==> src/rtl/trivium_ctrl.sv <==
// Sequencer for the trivium keystream core: seed intake, load, fixed warm-up,
// generation with timeout, and a registered p/q output held over valid/ready.
package trivium_pkg;
   typedef enum logic [1:0] {
      TRIV_IDLE   = 2'd0,
      TRIV_IV_GEN = 2'd1,
      TRIV_SETUP  = 2'd2,
      TRIV_GEN    = 2'd3
   } trivium_state_t;
endpackage

module trivium_ctrl
   import trivium_pkg::*;
#(
   parameter int KEY_WIDTH    = 80,
   parameter int IV_WIDTH     = 80,
   parameter int SETUP_CYCLES = 1152,
   parameter int GEN_TIMEOUT  = 512
) (
   input  logic                 clk,
   input  logic                 rst_n,
   input  logic                 start,
   input  logic                 abort,
   input  logic                 seed_valid,
   output logic                 seed_ready,
   input  logic [KEY_WIDTH-1:0] seed_key,
   input  logic [IV_WIDTH-1:0]  seed_iv,
   output trivium_state_t       triv_state,
   output logic [KEY_WIDTH-1:0] triv_key,
   output logic [IV_WIDTH-1:0]  triv_iv,
   input  logic                 triv_done,
   input  logic [KEY_WIDTH-1:0] triv_p,
   input  logic [KEY_WIDTH-1:0] triv_q,
   output logic                 out_valid,
   input  logic                 out_ready,
   output logic [KEY_WIDTH-1:0] out_p,
   output logic [KEY_WIDTH-1:0] out_q,
   output logic                 busy,
   output logic                 err_timeout
);
   localparam int SETUP_W = $clog2(SETUP_CYCLES);
   localparam int GEN_W   = $clog2(GEN_TIMEOUT);
   localparam int CNT_W   = (SETUP_W > GEN_W) ? SETUP_W : GEN_W;
   localparam logic [CNT_W-1:0] SETUP_LAST = CNT_W'(SETUP_CYCLES - 1);
   localparam logic [CNT_W-1:0] GEN_LAST   = CNT_W'(GEN_TIMEOUT - 1);
   localparam logic [CNT_W-1:0] CNT_ONE    = CNT_W'(1);

   typedef enum logic [2:0] {
      S_IDLE, S_SEED, S_LOAD, S_SETUP, S_GEN, S_HOLD
   } fsm_t;

   fsm_t                 state_reg, state_next;
   logic [CNT_W-1:0]     cnt_reg, cnt_next;
   trivium_state_t       triv_state_reg, triv_state_next;
   logic [KEY_WIDTH-1:0] key_reg, key_next;
   logic [IV_WIDTH-1:0]  iv_reg, iv_next;
   logic [KEY_WIDTH-1:0] p_reg, p_next;
   logic [KEY_WIDTH-1:0] q_reg, q_next;
   logic                 valid_reg, valid_next;
   logic                 seed_ready_reg, seed_ready_next;
   logic                 busy_reg, busy_next;
   logic                 err_reg, err_next;

   always_ff @(posedge clk or negedge rst_n) begin
      if (!rst_n) begin
         state_reg      <= S_IDLE;
         cnt_reg        <= '0;
         triv_state_reg <= TRIV_IDLE;
         key_reg        <= '0;
         iv_reg         <= '0;
         p_reg          <= '0;
         q_reg          <= '0;
         valid_reg      <= 1'b0;
         seed_ready_reg <= 1'b0;
         busy_reg       <= 1'b0;
         err_reg        <= 1'b0;
      end else begin
         state_reg      <= state_next;
         cnt_reg        <= cnt_next;
         triv_state_reg <= triv_state_next;
         key_reg        <= key_next;
         iv_reg         <= iv_next;
         p_reg          <= p_next;
         q_reg          <= q_next;
         valid_reg      <= valid_next;
         seed_ready_reg <= seed_ready_next;
         busy_reg       <= busy_next;
         err_reg        <= err_next;
      end
   end

   always_comb begin
      state_next      = state_reg;
      cnt_next        = cnt_reg;
      key_next        = key_reg;
      iv_next         = iv_reg;
      p_next          = p_reg;
      q_next          = q_reg;
      valid_next      = valid_reg;
      err_next        = err_reg;
      seed_ready_next = 1'b0;
      busy_next       = 1'b0;
      triv_state_next = TRIV_IDLE;

      case (state_reg)
         S_IDLE: begin
            if (start) begin
               state_next = S_SEED;
               err_next   = 1'b0;
            end
         end
         S_SEED: begin
            if (seed_valid && seed_ready_reg) begin
               key_next   = seed_key;
               iv_next    = seed_iv;
               state_next = S_LOAD;
            end
         end
         S_LOAD: begin
            state_next = S_SETUP;
            cnt_next   = '0;
         end
         S_SETUP: begin
            if (cnt_reg == SETUP_LAST) begin
               state_next = S_GEN;
               cnt_next   = '0;
            end else begin
               cnt_next = cnt_reg + CNT_ONE;
            end
         end
         S_GEN: begin
            // done is checked first so a done on the final allowed cycle still captures
            if (triv_done) begin
               p_next     = triv_p;
               q_next     = triv_q;
               valid_next = 1'b1;
               state_next = S_HOLD;
               cnt_next   = '0;
            end else if (cnt_reg == GEN_LAST) begin
               err_next   = 1'b1;
               state_next = S_IDLE;
               cnt_next   = '0;
            end else begin
               cnt_next = cnt_reg + CNT_ONE;
            end
         end
         S_HOLD: begin
            if (out_ready && valid_reg) begin
               valid_next = 1'b0;
               state_next = S_IDLE;
            end
         end
         default: state_next = S_IDLE;
      endcase

      // abort overrides whatever the state decided, but keeps key/IV and the error flag
      if (abort && (state_reg != S_IDLE)) begin
         state_next = S_IDLE;
         cnt_next   = '0;
         key_next   = key_reg;
         iv_next    = iv_reg;
         p_next     = p_reg;
         q_next     = q_reg;
         valid_next = 1'b0;
         err_next   = err_reg;
      end

      seed_ready_next = (state_next == S_SEED);
      busy_next       = (state_next != S_IDLE);
      case (state_next)
         S_SEED, S_LOAD: triv_state_next = TRIV_IV_GEN;
         S_SETUP:        triv_state_next = TRIV_SETUP;
         S_GEN:          triv_state_next = TRIV_GEN;
         default:        triv_state_next = TRIV_IDLE;
      endcase
   end

   assign seed_ready  = seed_ready_reg;
   assign triv_state  = triv_state_reg;
   assign triv_key    = key_reg;
   assign triv_iv     = iv_reg;
   assign out_valid   = valid_reg;
   assign out_p       = p_reg;
   assign out_q       = q_reg;
   assign busy        = busy_reg;
   assign err_timeout = err_reg;

endmodule

==> config.mk <==
export PLATFORM = sky130hd
export DESIGN_NAME = trivium_ctrl
export DESIGN_NICKNAME = d
export VERILOG_FILES = /design/src/rtl/trivium_ctrl.sv
export SDC_FILE = /design/constraint.sdc
export NUM_CORES = 1
export LEC_CHECK = 0
export CORE_AREA = 2 2 255 257
export CTS_BUF_LIST = sky130_fd_sc_hd__clkbuf_8
export CTS_CLUSTER_SIZE = 14
export DETAILED_ROUTE_END_ITERATION = 16
export DIE_AREA = 0 0 257 259
export SLEW_MARGIN = 25
export SYNTH_ARGS = -nofsm -noshare
export SYNTH_HDL_FRONTEND = slang
export SYNTH_SLANG_ARGS = --single-unit
==> constraint.sdc <==
create_clock -name clk -period 2.7 [get_ports clk]
set_clock_uncertainty 0.1 [all_clocks]
set_input_delay 0.54 -clock clk [delete_from_list [all_inputs] [get_ports clk]]
set_output_delay 0.54 -clock clk [all_outputs]
set_load 0.03 [all_outputs]
After elaboration in Yosys (flattened, before gate mapping)
Cells that the tools add are included.
Word-level totals
  bits in registers: 340
  input port bits: 327
  output and inout port bits: 326
  word-level logic and storage cells: 65
Cells by class
  add/subtract/negate cells: 1
  equality and inequality tests: 16
  multiplexer cells: 22
  bitwise operators: 1
  reductions and logical operators: 14
Operators with widths (number)
  two-way mux 11 bit: 4
  one-hot mux 11 bit (3 select lines): 1
  two-way mux 3 bit: 7
  one-hot mux 3 bit (6 select lines): 1
  == test 3 x 2 -> 1 bit (second input constant): 4
  adder 11 x 1 -> 11 bit (second input constant): 1
  == test 11 bit (second input constant): 1
  == test 11 x 9 -> 1 bit (second input constant): 1
  == test 3 bit (second input constant): 3
  AND reduction 3 bit: 3
  nonzero test 3 bit: 3
  == test 3 x 1 -> 1 bit (second input constant): 2
  two-way mux 1 bit: 6
  inequality test 2 bit (second input constant): 3
  inequality test 3 bit (second input constant): 2
  one-hot mux 2 bit (3 select lines): 1
  AND reduction 5 bit: 1
  one-hot mux 1 bit (2 select lines): 2
  nonzero test 4 bit: 1
  logical AND 1 bit: 3
  zero test 3 bit: 1
  nonzero test 2 bit: 1
  OR reduction 2 bit: 1
  inverter 1 bit: 1

Longest topological paths before layout
Gate-level depths: netlist (run 1).
  depth in word-level cells: 8
  depth in mapped cells: 8
  mapped depth without buffers: 6

Least setup slack after synthesis (run 1)
OpenSTA, ideal clock, no wires.
  path type: input to register
  start point: input abort
  end point: register iv_reg[0], in the netlist triv_iv[0]
  setup time: 0.127 ns
  data arrival time: 1.973 ns
  data required time: 2.473 ns
  slack: 0.499 ns
  stages on the path: 6
  buffers on the path: 3
  cell sequence: clkbuf_1 o22a_1 nor4_4 buf_4 buf_6 mux2_1
Between the ends
  word-level cells in the longest chain between the ends: 3
Ends and longest elaborated chain
  from (decl): RTL line 23  | input logic abort,
  logical AND 1 bit: RTL line 157  | if (abort && (state_reg != S_IDLE)) begin
  inverter 1 bit (no line)
  AND reduction 3 bit (no line)
  to (signal assigned): RTL line 82  | iv_reg <= iv_next;
  to (decl): RTL line 56  | logic [IV_WIDTH-1:0] iv_reg, iv_next;
Every way passes these cells.
A chain may end at the register's enable or synchronous reset.

Worst setup path in the final report (run 1)
  start point: register key_reg[38], in the netlist triv_key[38]
  end point: output triv_key[38]
RTL lines
  from (decl): RTL line 55  | logic [KEY_WIDTH-1:0] key_reg, key_next;
  from (signal assigned): RTL line 81  | key_reg <= key_next;
  to (decl): RTL line 29  | output logic [KEY_WIDTH-1:0] triv_key,
No word-level cell between the ends.

==> impl_metrics.tcl, run 1 <==
set metrics [dict create \
    ir_drop_v 0.000573 \
    htreeDepth 2 \
    syn_inst 811 \
    synthArstFlopShare 1.00 \
    rsz0062_at_grt "false" \
    fin_nets 1871 \
    num_vias 9632 \
    synth_cell_types 46 \
    die_w_um 257 \
    syn_to_final_growth_pct 71.0 \
    reg2regPathDepth 6 \
    reg2reg_from "cnt_reg[0]$_DFFE_PN0P_" \
    yosys.area.top_type "dfrtp_1" \
    grt_max_degree 78 \
    dp.cells 2335 \
    hold_viol_final 0 \
    fmax_mhz 418 \
    dp_slack_ps 55.2 \
    antenna_found_initial 3 \
    layout_min_cycle_time_ps 2390 \
    worstSetupStartpointType "flip-flop" \
    cp-startpoint "triv_key[38]$_DFFE_PN0P_" \
    yosysWarnings 0 \
    p_per_area_mw_per_mm2 914 \
    final_area_mm2 0.0223 \
    maxSlewViolCount 0 \
    synth.avg_cell_area_um2 16.1 \
    worst_slack_ps 307 \
    yosys-top-cells-area "dfrtp_1, mux2_2, mux2_1" \
    max_cap_viol_count 0 \
    multi_input_comb_area_mm2 0.00426 \
    power.leakage_nw 9.55 \
    cts_tree "yes" \
    crit_family "buffers and inverters" \
    hpwl_mm 32.5 \
    drt-initial-drc-count 330 \
    synth_area_mm2 0.0130 \
    clkTransAtPathRegs_ps 60 \
    critPathMaxFanout 2 \
    cp.depth 1 \
    cpPeakStageDelay_ps 720 \
    outcome "finished clean" \
    whs_ps 384 \
    post-cts-setup-buffers 0 \
    fillCellCount 6147 \
    max_slew.worst_pin.slew_ps 714 \
    arrival_ps 1750 \
    placed_area_mm2 0.0210 \
    final_cells 2448 \
    rrSetupSlack_ps 360 \
    yosysTopAreaCellShare 0.652 \
    viasPerCell 3.93 \
    ys_ff_latch 340 \
    dr.pass1.iters 4 \
    core_area_mm2 0.0639 \
    ys_seq_area_frac 0.652 \
    place_congestion 0.847 \
    drc 0 \
    cts.sinks 340 \
    worst_path_max_delay_cell "clkdlybuf4s50_1" \
    ys_top_cells_by_count "dfrtp_1, mux2_2, mux2_1" \
    rows 93 \
    ios 653 \
    end_kind "output port" \
    grt_overflow 0 \
    path_cells "clkdlybuf4s50_1" \
    grt_pass1_vias 10528 \
    detail-route-antenna-nets 0 \
    grt_usage 0.122 \
    wl_mm 42.3 \
    ctsLongestPathBuffers 3 \
    timing.rr.end "cnt_reg[10]$_DFFE_PN0P_" \
    setup_viol 0 \
    cts_hold_buf 1 \
    cts-resized-gates 0 \
    hold_path_class "reg -> reg" \
    cts_root_buffer "clkbuf_8" \
    synth_edf_count 0 \
    wl_per_cell_um 17.3 \
    dieArea_mm2 0.0666 \
    fin_crit_sh 0.886 \
    regArea_mm2 0.00851 \
    crit_path_end "triv_key[38]" \
    drive_gt1_frac 0.232 \
    timing.setup.tns_ps 0 \
    portBuffers 652 \
    synth-main-ff-cell "dfrtp_1" \
    grt_pass1_wl_mm 63.4 \
    clock_latency_ps 620 \
    relSlewSlack 0.524 \
    numCtsBuffers 60 \
    start_util 0.204 \
    cp_data_required_time_ps 2060 \
    syn-num-nets 1139 \
    critPathKind "reg -> out" \
    die_h_um 259 \
    cp_num_buf_inv 1 \
    synth_most_common_cell "dfrtp_1" \
]
## per-stage QoR
step            util  total power [mW]
2_1_floorplan      -              11.5
3_5_place_dp   0.329              15.6
5_1_grt        0.349              21.4
3_3_place_gp   0.329              15.5
4_1_cts        0.349              20.8
6_report       0.349              20.4
## report_power, final
group / switching [mW] / internal [mW] / total (mW) / leakage [nW]
Clock: 2.16 / 2.76 / 4.93 / 0.730
Combinational: 4.38 / 3.81 / 8.19 / 4.48
Sequential: 0.795 / 6.47 / 7.27 / 4.34
Total: 7.34 / 13.0 / 20.4 / 9.55
## layer usage
layer | vias to the layer above | global-route usage | wire length, µm
li1 | 4379 | - | -
met1 | 4782 | 0.131 | 15600
met2 | 396 | 0.221 | 22100
met3 | 71 | 0.0449 | 3500
met4 | 4 | 0.0407 | 1060
met5 | - | 0 | 31
## cell families (layout without fill, tap and decap cells)
kind of cell	after synthesis	in the layout	share of synthesized area
other cells	0	1	0
xor+xnor	2	2	0.00134
simple gates	59	59	0.0259
flops	340	340	0.652
mux	320	320	0.276
compound gates	43	43	0.0214
fa+ha+maj	1	1	0.000959
buf+inv	46	827	0.0220
## final cells by class
| class | count | share of cell area |
|---|---|---|
| sequential | 340 | 0.381 |
| timing repair buffer | 710 | 0.322 |
| multi-input combinational | 425 | 0.191 |
| clock buffer | 78 | 0.0481 |
| tap | 855 | 0.0479 |
| clock inverter | 33 | 0.00875 |
| inverter | 6 | 0.00101 |
| antenna | 1 | 0.000112 |
## worst min path at each step
| stage | startpoint | to | slack [ps] | cells after the start |
|---|---|---|---|---|
| 2_1_floorplan | rst_n | busy$_DFF_PN0_ | 140 | 0 |
| 3_3_place_gp | triv_key[10]$_DFFE_PN0P_ | triv_key[10]$_DFFE_PN0P_ | 370 | 1 |
| 3_5_place_dp | triv_iv[36]$_DFFE_PN0P_ | triv_iv[36]$_DFFE_PN0P_ | 370 | 1 |
| 4_1_cts | seed_iv[21] | triv_iv[21]$_DFFE_PN0P_ | 310 | 2 |
| 5_1_grt | seed_iv[59] | triv_iv[59]$_DFFE_PN0P_ | 330 | 2 |
| 6_report | triv_iv[70]$_DFFE_PN0P_ | triv_iv[70]$_DFFE_PN0P_ | 380 | 1 |
## cell usage in the layout (no fill, tap or decap), types with 2 or more instances in the layout
cell	instances
or3_1	4
mux2_2	220
a31oi_1	3
inv_1	28
nor4_1	3
nor3_1	2
a21o_1	2
nor2b_1	3
buf_12	17
clkinvlp_4	3
nand2_1	7
nand2b_1	2
mux2_1	100
o21ai_0	11
nor3b_1	2
nor2_1	15
a221oi_1	3
nand3_1	7
nand3b_1	2
and3_1	3
a221o_1	2
clkinv_2	6
buf_4	40
a21oi_1	12
clkdlybuf4s50_1	651
dfrtp_1	340
clkbuf_8	78
bufinv_16	2
(Power assumes the default switching activity.)
==> run 2, diff against run 1 <==
--- a/config.mk
+++ b/config.mk
@@ -5,11 +5,11 @@
 export SDC_FILE = /design/constraint.sdc
 export NUM_CORES = 1
 export LEC_CHECK = 0
-export CORE_AREA = 2 2 255 257
+export CORE_AREA = 2 2 254 256
 export CTS_BUF_LIST = sky130_fd_sc_hd__clkbuf_8
 export CTS_CLUSTER_SIZE = 14
 export DETAILED_ROUTE_END_ITERATION = 16
-export DIE_AREA = 0 0 257 259
+export DIE_AREA = 0 0 256 258
 export SLEW_MARGIN = 25
 export SYNTH_ARGS = -nofsm -noshare
 export SYNTH_HDL_FRONTEND = slang
==> constraint.sdc (replaced) <==
create_clock -name clk -period 3.1 [get_ports clk]
set_clock_uncertainty 0.1 [all_clocks]
set_input_delay 0.62 -clock clk [delete_from_list [all_inputs] [get_ports clk]]
set_output_delay 0.62 -clock clk [all_outputs]
set_load 0.03 [all_outputs]
==> impl_metrics.tcl, run 2 (synthesis gave the netlist of run 1 again) <==
set metrics [dict create \
    arrival_ps 1750 \
    grt_overflow 0 \
    fmax_mhz 404 \
    cp_num_buf_inv 1 \
    cts.sinks 340 \
    drc 0 \
    end_kind "output port" \
    core_area_mm2 0.0636 \
    max_cap_viol_count 0 \
    ios 653 \
    power.leakage_nw 9.43 \
    portBuffers 652 \
    hpwl_mm 31.0 \
    place_congestion 0.839 \
    layout_min_cycle_time_ps 2470 \
    crit_family "buffers and inverters" \
    cts-resized-gates 0 \
    rsz0062_at_grt "false" \
    rows 93 \
    hold_path_class "reg -> reg" \
    die_h_um 258 \
    dieArea_mm2 0.0660 \
    whs_ps 382 \
    worstSetupStartpointType "flip-flop" \
    maxSlewViolCount 0 \
    critPathMaxFanout 2 \
    drive_gt1_frac 0.222 \
    outcome "finished clean" \
    grt_pass1_vias 10526 \
    path_cells "clkdlybuf4s50_1" \
    critPathKind "reg -> out" \
    wl_per_cell_um 16.8 \
    relSlewSlack 0.555 \
    cpPeakStageDelay_ps 770 \
    worst_slack_ps 626 \
    hold_viol_final 0 \
    layout_common_cells "clkdlybuf4s50_1, dfrtp_1, mux2_2" \
    viasPerCell 3.94 \
    clkTransAtPathRegs_ps 70 \
    cts_tree "yes" \
    htreeDepth 2 \
    antenna_found_initial 2 \
    syn_to_final_growth_pct 69.2 \
    grt_max_degree 79 \
    post-cts-setup-buffers 0 \
    clock_latency_ps 610 \
    ctsLongestPathBuffers 3 \
    worst_path_max_delay_cell "clkdlybuf4s50_1" \
    dr.pass1.iters 5 \
    numCtsBuffers 60 \
    p_per_area_mw_per_mm2 800 \
    drt-initial-drc-count 375 \
    final_common_cell "clkdlybuf4s50_1" \
    cp_data_required_time_ps 2380 \
    detail-route-antenna-nets 0 \
    ir_drop_v 0.000554 \
    fin_crit_sh 0.798 \
    grt_pass1_wl_mm 62.5 \
    num_vias 9555 \
    grt_usage 0.120 \
    die_w_um 256 \
    timing.setup.tns_ps 0 \
    setup_viol 0 \
    wl_mm 40.8 \
    max_slew.worst_pin.slew_ps 668 \
    dp_slack_ps 267 \
    cts_root_buffer "clkbuf_8" \
    fin_nets 1850 \
    start_util 0.205 \
]
## run 2: path summary, 6_finish.rpt
path                                         startpoint                        to  slack (ps)  cells past startpoint
worst max register to register   state_reg[0]$_DFF_PN0_  triv_key[13]$_DFFE_PN0P_         660                      6
worst min register to register  triv_key[0]$_DFFE_PN0P_   triv_key[0]$_DFFE_PN0P_         380                      1
min in group asynchronous                         rst_n     out_p[35]$_DFFE_PN0P_         460                      2
worst max-delay path              out_q[12]$_DFFE_PN0P_                 out_q[12]         630                      1
worst min-delay path            triv_key[0]$_DFFE_PN0P_   triv_key[0]$_DFFE_PN0P_         380                      1
max in group asynchronous                         rst_n     out_q[42]$_DFFE_PN0P_        1590                      3
## run 2: worst register-to-register path, cell delays in order, from the launching register on
cell and delay [ps]:
dfrtp_1 570, o21a_1 260, o22a_1 230, nor4_4 300
buf_12 250, buf_4 270, mux2_1 340
## run 2: report_power, final
group	switching, mW	internal [mW]	leakage, nW
sequential	0.683	5.64	4.34
clock	1.87	2.45	0.737
combinational	3.76	3.26	4.35
total	6.31	11.3	9.43
## run 2: cell type report
class	instances	area (µm²)
fill	6230	41600
inverter	6	22.5
clock inverter	29	170
multi-input combinational	425	4260
antenna	1	2.50
clock buffer	80	1100
sequential	340	8510
timing repair buffer	689	6940
tap	855	1070
## run 2: what timing repair did
item                                    4_1_cts  5_1_grt
hold endpoints to repair                     49        0
endpoints found under the setup margin        0        0
hold buffers                                  1        0
## run 2: metal layers
metal	track usage	wire, µm	vias to the layer above
met5	0	13	-
met4	0.0495	1440	2
met3	0.0397	3230	95
met2	0.212	20800	439
met1	0.132	15300	4668
li1	-	-	4351
## run 2: metrics by stage
| step | util | instance area (µm²) | power [mW] | instances |
|---|---|---|---|---|
| 2_1_floorplan | - | 13000 | 10.0 | 811 |
| 3_3_place_gp | 0.327 | 20800 | 13.4 | 2314 |
| 3_5_place_dp | 0.327 | 20800 | 13.5 | 2314 |
| 4_1_cts | 0.347 | 22100 | 18.0 | 2424 |
| 5_1_grt | 0.347 | 22100 | 18.6 | 2425 |
| 6_report | 0.347 | 22100 | 17.7 | 2425 |
==> variant 1: new RTL, flow settings as in run 1 <==
Add an input register stage for `seed_key`, without a reset; this delays it by one clock. The other inputs are not delayed to match.
--- a/src/rtl/trivium_ctrl.sv
+++ b/src/rtl/trivium_ctrl.sv
@@ -50,2 +50,8 @@
    } fsm_t;
+
+   logic [KEY_WIDTH-1:0] seed_key_q;
+
+   always_ff @(posedge clk) begin
+      seed_key_q <= seed_key;
+   end
 
@@ -113,3 +119,3 @@
             if (seed_valid && seed_ready_reg) begin
-               key_next   = seed_key;
+               key_next   = seed_key_q;
                iv_next    = seed_iv;
Check against the original RTL: not equivalent (a bounded check fails within 4 cycles, from zero or initial values and one cycle with rst_n low).
==> variant 1 against run 1 <==
- power grew 11%
- worst setup slack worse by 0.074 ns
- sequential cell count increased by 80
- synthesized area up 12%
- worst hold slack worse by 0.15 ns
- count of clock-buffer cells in the layout grew 20
- routed wire length rose by 7.9%
- final area increased by 8.4%
- global-route usage grew 1.1 points
- highest routed layer unchanged
==> variant 1: results <==
metrics = {
    "run_status": {
        "status": "complete, no violations",
    },
    "worst_setup_path": {
        "r2r-start": "state_reg[0]",
        "crit_slowest_cell": "clkdlybuf4s50_1",
        "reg2reg_to": "cnt_reg[2]",
        "reg2reg_slack_ns": 0.28,
        "arrival_ns": 1.83,
        "critPathMaxFanout": 2,
        "reg2reg_depth": 5,
        "slowest_delay_ns": 0.75,
    },
    "placement": {
        "dpl-instance-area_mm2": 0.02245,
        "gp_congestion": 0.8119,
        "dpl.cell_count": 2389,
        "dp_worst_setup_slack_ns": 0.02832,
        "dpl.hpwl_um": 34140,
    },
    "drt": {
        "drtIter0Drc": 375,
        "wirelength_um": 45620,
        "viasPerCell": 4.007,
        "firstDrtPassIters": 4,
        "avgRoutedWirePerCell_um": 17.98,
    },
    "synth": {
        "syn_inst": 886,
        "synth_seq_area_share_pct": 69.15,
        "synth_area_leaders": "dfrtp_1, mux2_2, dfxtp_1",
        "async_reset_ff_share_pct": 80.95,
        "syn_nets": 1214,
        "synth_cell_types": 45,
        "synth_common_cells": "dfrtp_1, mux2_2, mux2_1",
        "ys_warn_count": 0,
    },
    "cells_and_area": {
        "drive_gt1_share_pct": 22.81,
        "fin_nets": 1942,
    },
    "cts": {
        "ctsResizeCount": 0,
        "htree_levels": 3,
        "numCtsBuffers": 77,
        "clk_latency_ns": 0.64,
        "root_buffer": "clkbuf_8",
        "path_clk_slew_ns": 0.06,
    },
    "grt": {
        "grt_start_max_net_pins": 71,
        "grt_pass1_vias": 11150,
        "grtUsageTotal_pct": 13.27,
        "antenna_found_initial": 4,
        "grt_pass1_wl_um": 67910,
    },
    "power": {
        "internal_power_mw": 14.97,
        "leakage_nw": 10.70,
        "peakVddDrop_uv": 695.5,
    },
    "min_path": {
        "whs_endpoint": "seed_key_q[65]",
        "hold_path.class": "primary input to flop",
        "min_from": "seed_key[65]",
    },
    "timing": {
        "worst_slew_pin_slew_ns": 0.7178,
        "hold_slack_ns": 0.2374,
    },
}
variant 1: cell families (layout without fill, tap and decap cells):
logic type | count (synthesis) | after routing | synth area share (%)
adders and majority gates | 1 | 1 | 0.08557
buffers and inverters | 47 | 840 | 1.703
and+or+nand+nor | 53 | 53 | 1.934
AOI/OAI and AO/OA | 43 | 43 | 2.328
muxes | 322 | 322 | 24.79
DFF | 420 | 420 | 69.15
other | 0 | 4 | 0
variant 1: routing by layer:
metal / GRT usage (%) / vias to the layer above / wire, um
li1: - / 4599 / -
met4: 5.895 / 2 / 1446
met2: 23.46 / 393 / 23890
met1: 14.61 / 5081 / 17150
met3: 4.169 / 94 / 3123
met5: 0 / - / 13
variant 1: worst max-delay path by stage:
stage,from,to,slack [ns],cells after the start
final,out_p[59],out_p[59],0.23,1
after global routing,out_p[62],out_p[62],0.13,1
after CTS,out_p[59],out_p[59],0.12,1
after detailed placement,seed_valid,cnt_reg[2],0.03,6
after global placement,abort,cnt_reg[5],0.04,7
after floorplan,cnt_reg[0],cnt_reg[0],0.57,6
variant 1: what timing repair did:
action	in CTS	in global routing
setup endpoints to repair	0	0
hold buffers	1	0
endpoints found under the hold margin	47	0
buffers inserted	0	0
variant 1: cell type report:
type / count / area (um2)
inverters: 8 / 30.03
flip-flops and latches: 420 / 10110
repair buffers: 688 / 6979
multi-input cells: 419 / 4268
well taps: 855 / 1070
clock buffers: 98 / 1349
fillers: 6021 / 39700
clock inverters: 46 / 369.1
diodes: 4 / 10.01
variant 1: power groups by stage:
stage	sequential, mW	clock [mW]	combinational (mW)
floorplan	10.8	0	1.54
global placement	8.40	0	7.76
detailed placement	8.44	0	7.84
CTS	8.37	6.86	7.88
global route	8.53	7.14	8.12
finish	8.34	6.57	7.76
==> variant 2: new RTL, flow settings as in run 1 <==
Without the edit above. Change the parameter `GEN_TIMEOUT` from 512 to 256.
--- a/src/rtl/trivium_ctrl.sv
+++ b/src/rtl/trivium_ctrl.sv
@@ -17,3 +17,3 @@
    parameter int SETUP_CYCLES = 1152,
-   parameter int GEN_TIMEOUT  = 512
+   parameter int GEN_TIMEOUT  = 256
 ) (
Function: same outputs for any inputs over 4 cycles, from zero or initial values and one cycle with rst_n low; that may be too few to reach the edited logic, so the function may still have changed.
==> variant 2 against run 1 <==
- critical path depth increased by 7
- non-clock buffer count down 13
- power grew 31%
- sequential power is 18% higher
- synthesized cell count fell by 0.74%
- routed wire length up 1.6%
- sequential cell count unchanged
- worst setup slack got worse by 0.14 ns
- synthesized area is 3.7% higher
- final area up 0.72%
- critical endpoint is now triv_key[58]
- largest power group unchanged
- highest routed layer is now met4
==> variant 2: results <==
metrics = {
    "placement": {
        "gp_congestion": 0.7928,
        "dp_worst_setup_slack_ns": -0.1339,
        "dpl-instance-area_mm2": 0.02123,
        "dpl.cell_count": 2316,
    },
    "cells_and_area": {
        "multi_input_area_mm2": 0.004664,
        "clock_buffers": 77,
        "drive_gt1_share_pct": 29.66,
        "fin_nets": 1858,
        "inverters": 2,
        "fin_util_pct": 35.18,
        "num-nonclk-buffers": 697,
        "multi_input_comb_cells": 423,
        "antenna_cells": 5,
        "clock_area_share_pct": 5.406,
        "nonClkBufAreaFrac_pct": 31.12,
        "fill_cells": 6099,
    },
    "synth": {
        "synth_area_leaders": "dfrtp_1, mux2_2, mux2_4",
        "synth_common_cells": "dfrtp_1, mux2_2, mux2_4",
        "syn_nets": 1133,
        "synth_seq_area_share_pct": 62.92,
        "netlist_area_mm2": 0.01352,
        "async_reset_ff_share_pct": 100.0,
        "synth_cell_types": 49,
        "avgSynthCellArea_um2": 16.80,
    },
    "worst_setup_path": {
        "reg2reg_depth": 8,
        "crit_slowest_cell": "dfrtp_1",
        "worstSetupPathType": "flop to flop",
        "arrival_ns": 2.92,
        "critPathMaxFanout": 19,
        "reg2reg_to": "triv_key[58]",
        "slowest_delay_ns": 0.40,
        "startpoint": "cnt_reg[0]",
    },
    "power": {
        "internal_power_mw": 16.36,
        "p_clk_share_pct": 18.0,
        "leakage_nw": 10.10,
        "pg_seq_mw": 8.58,
        "peakVddDrop_uv": 562.9,
        "power.density_mw_per_mm2": 1191,
    },
    "cts": {
        "numCtsBuffers": 66,
        "htree_levels": 3,
        "cts_buffer_depth": 3,
    },
    "grt": {
        "grt_start_max_net_pins": 57,
        "grtUsageTotal_pct": 12.45,
        "grt_pass1_wl_um": 63990,
        "met2_usage_pct": 21.53,
        "antenna_found_initial": 2,
        "grt_pass1_vias": 10540,
        "met1_usage_pct": 13.82,
        "use_met3_pct": 4.735,
    },
    "drt": {
        "drtIter0Drc": 320,
        "vias": 9583,
        "viasPerCell": 3.942,
        "wirelength_um": 42930,
    },
    "min_path": {
        "hold_path.class": "primary input to asynchronous set/reset pin",
    },
    "run_status": {
        "status": "complete, no violations",
    },
    "timing": {
        "fin_crit_sh_pct": 94.00,
        "maxSlewHeadroom_pct": 63.16,
    },
}
[variant 2: metal layers]
| layer | routed length (um) | part of all wire [%] | vias to the layer above |
|---|---|---|---|
| li1 | - | - | 4347 |
| met1 | 16470 | 38 | 4719 |
| met4 | 1351 | 3.1 | 0 |
| met5 | 0 | 0 | - |
| met2 | 21540 | 50 | 433 |
| met3 | 3578 | 8.3 | 84 |
[variant 2: kinds of logic (layout without fill, tap and decap cells)]
group	Yosys count	after routing	share of synthesized area [%]
xor+xnor	2	2	0.1296
mux	320	320	29.42
compound gates	47	47	2.470
fa+ha+maj	1	1	0.09251
other cells	0	5	0
flops	340	340	62.92
buf+inv	42	808	2.739
simple gates	53	53	2.230
[variant 2: worst max-delay path: cells and delay by family (launching register included)]
kind	cells	cell delay [ns]
adders and majority gates	1	0.18
DFF	1	0.40
muxes	1	0.35
buffers and inverters	2	0.38
and+or+nand+nor	3	0.67
AOI/OAI and AO/OA	1	0.29
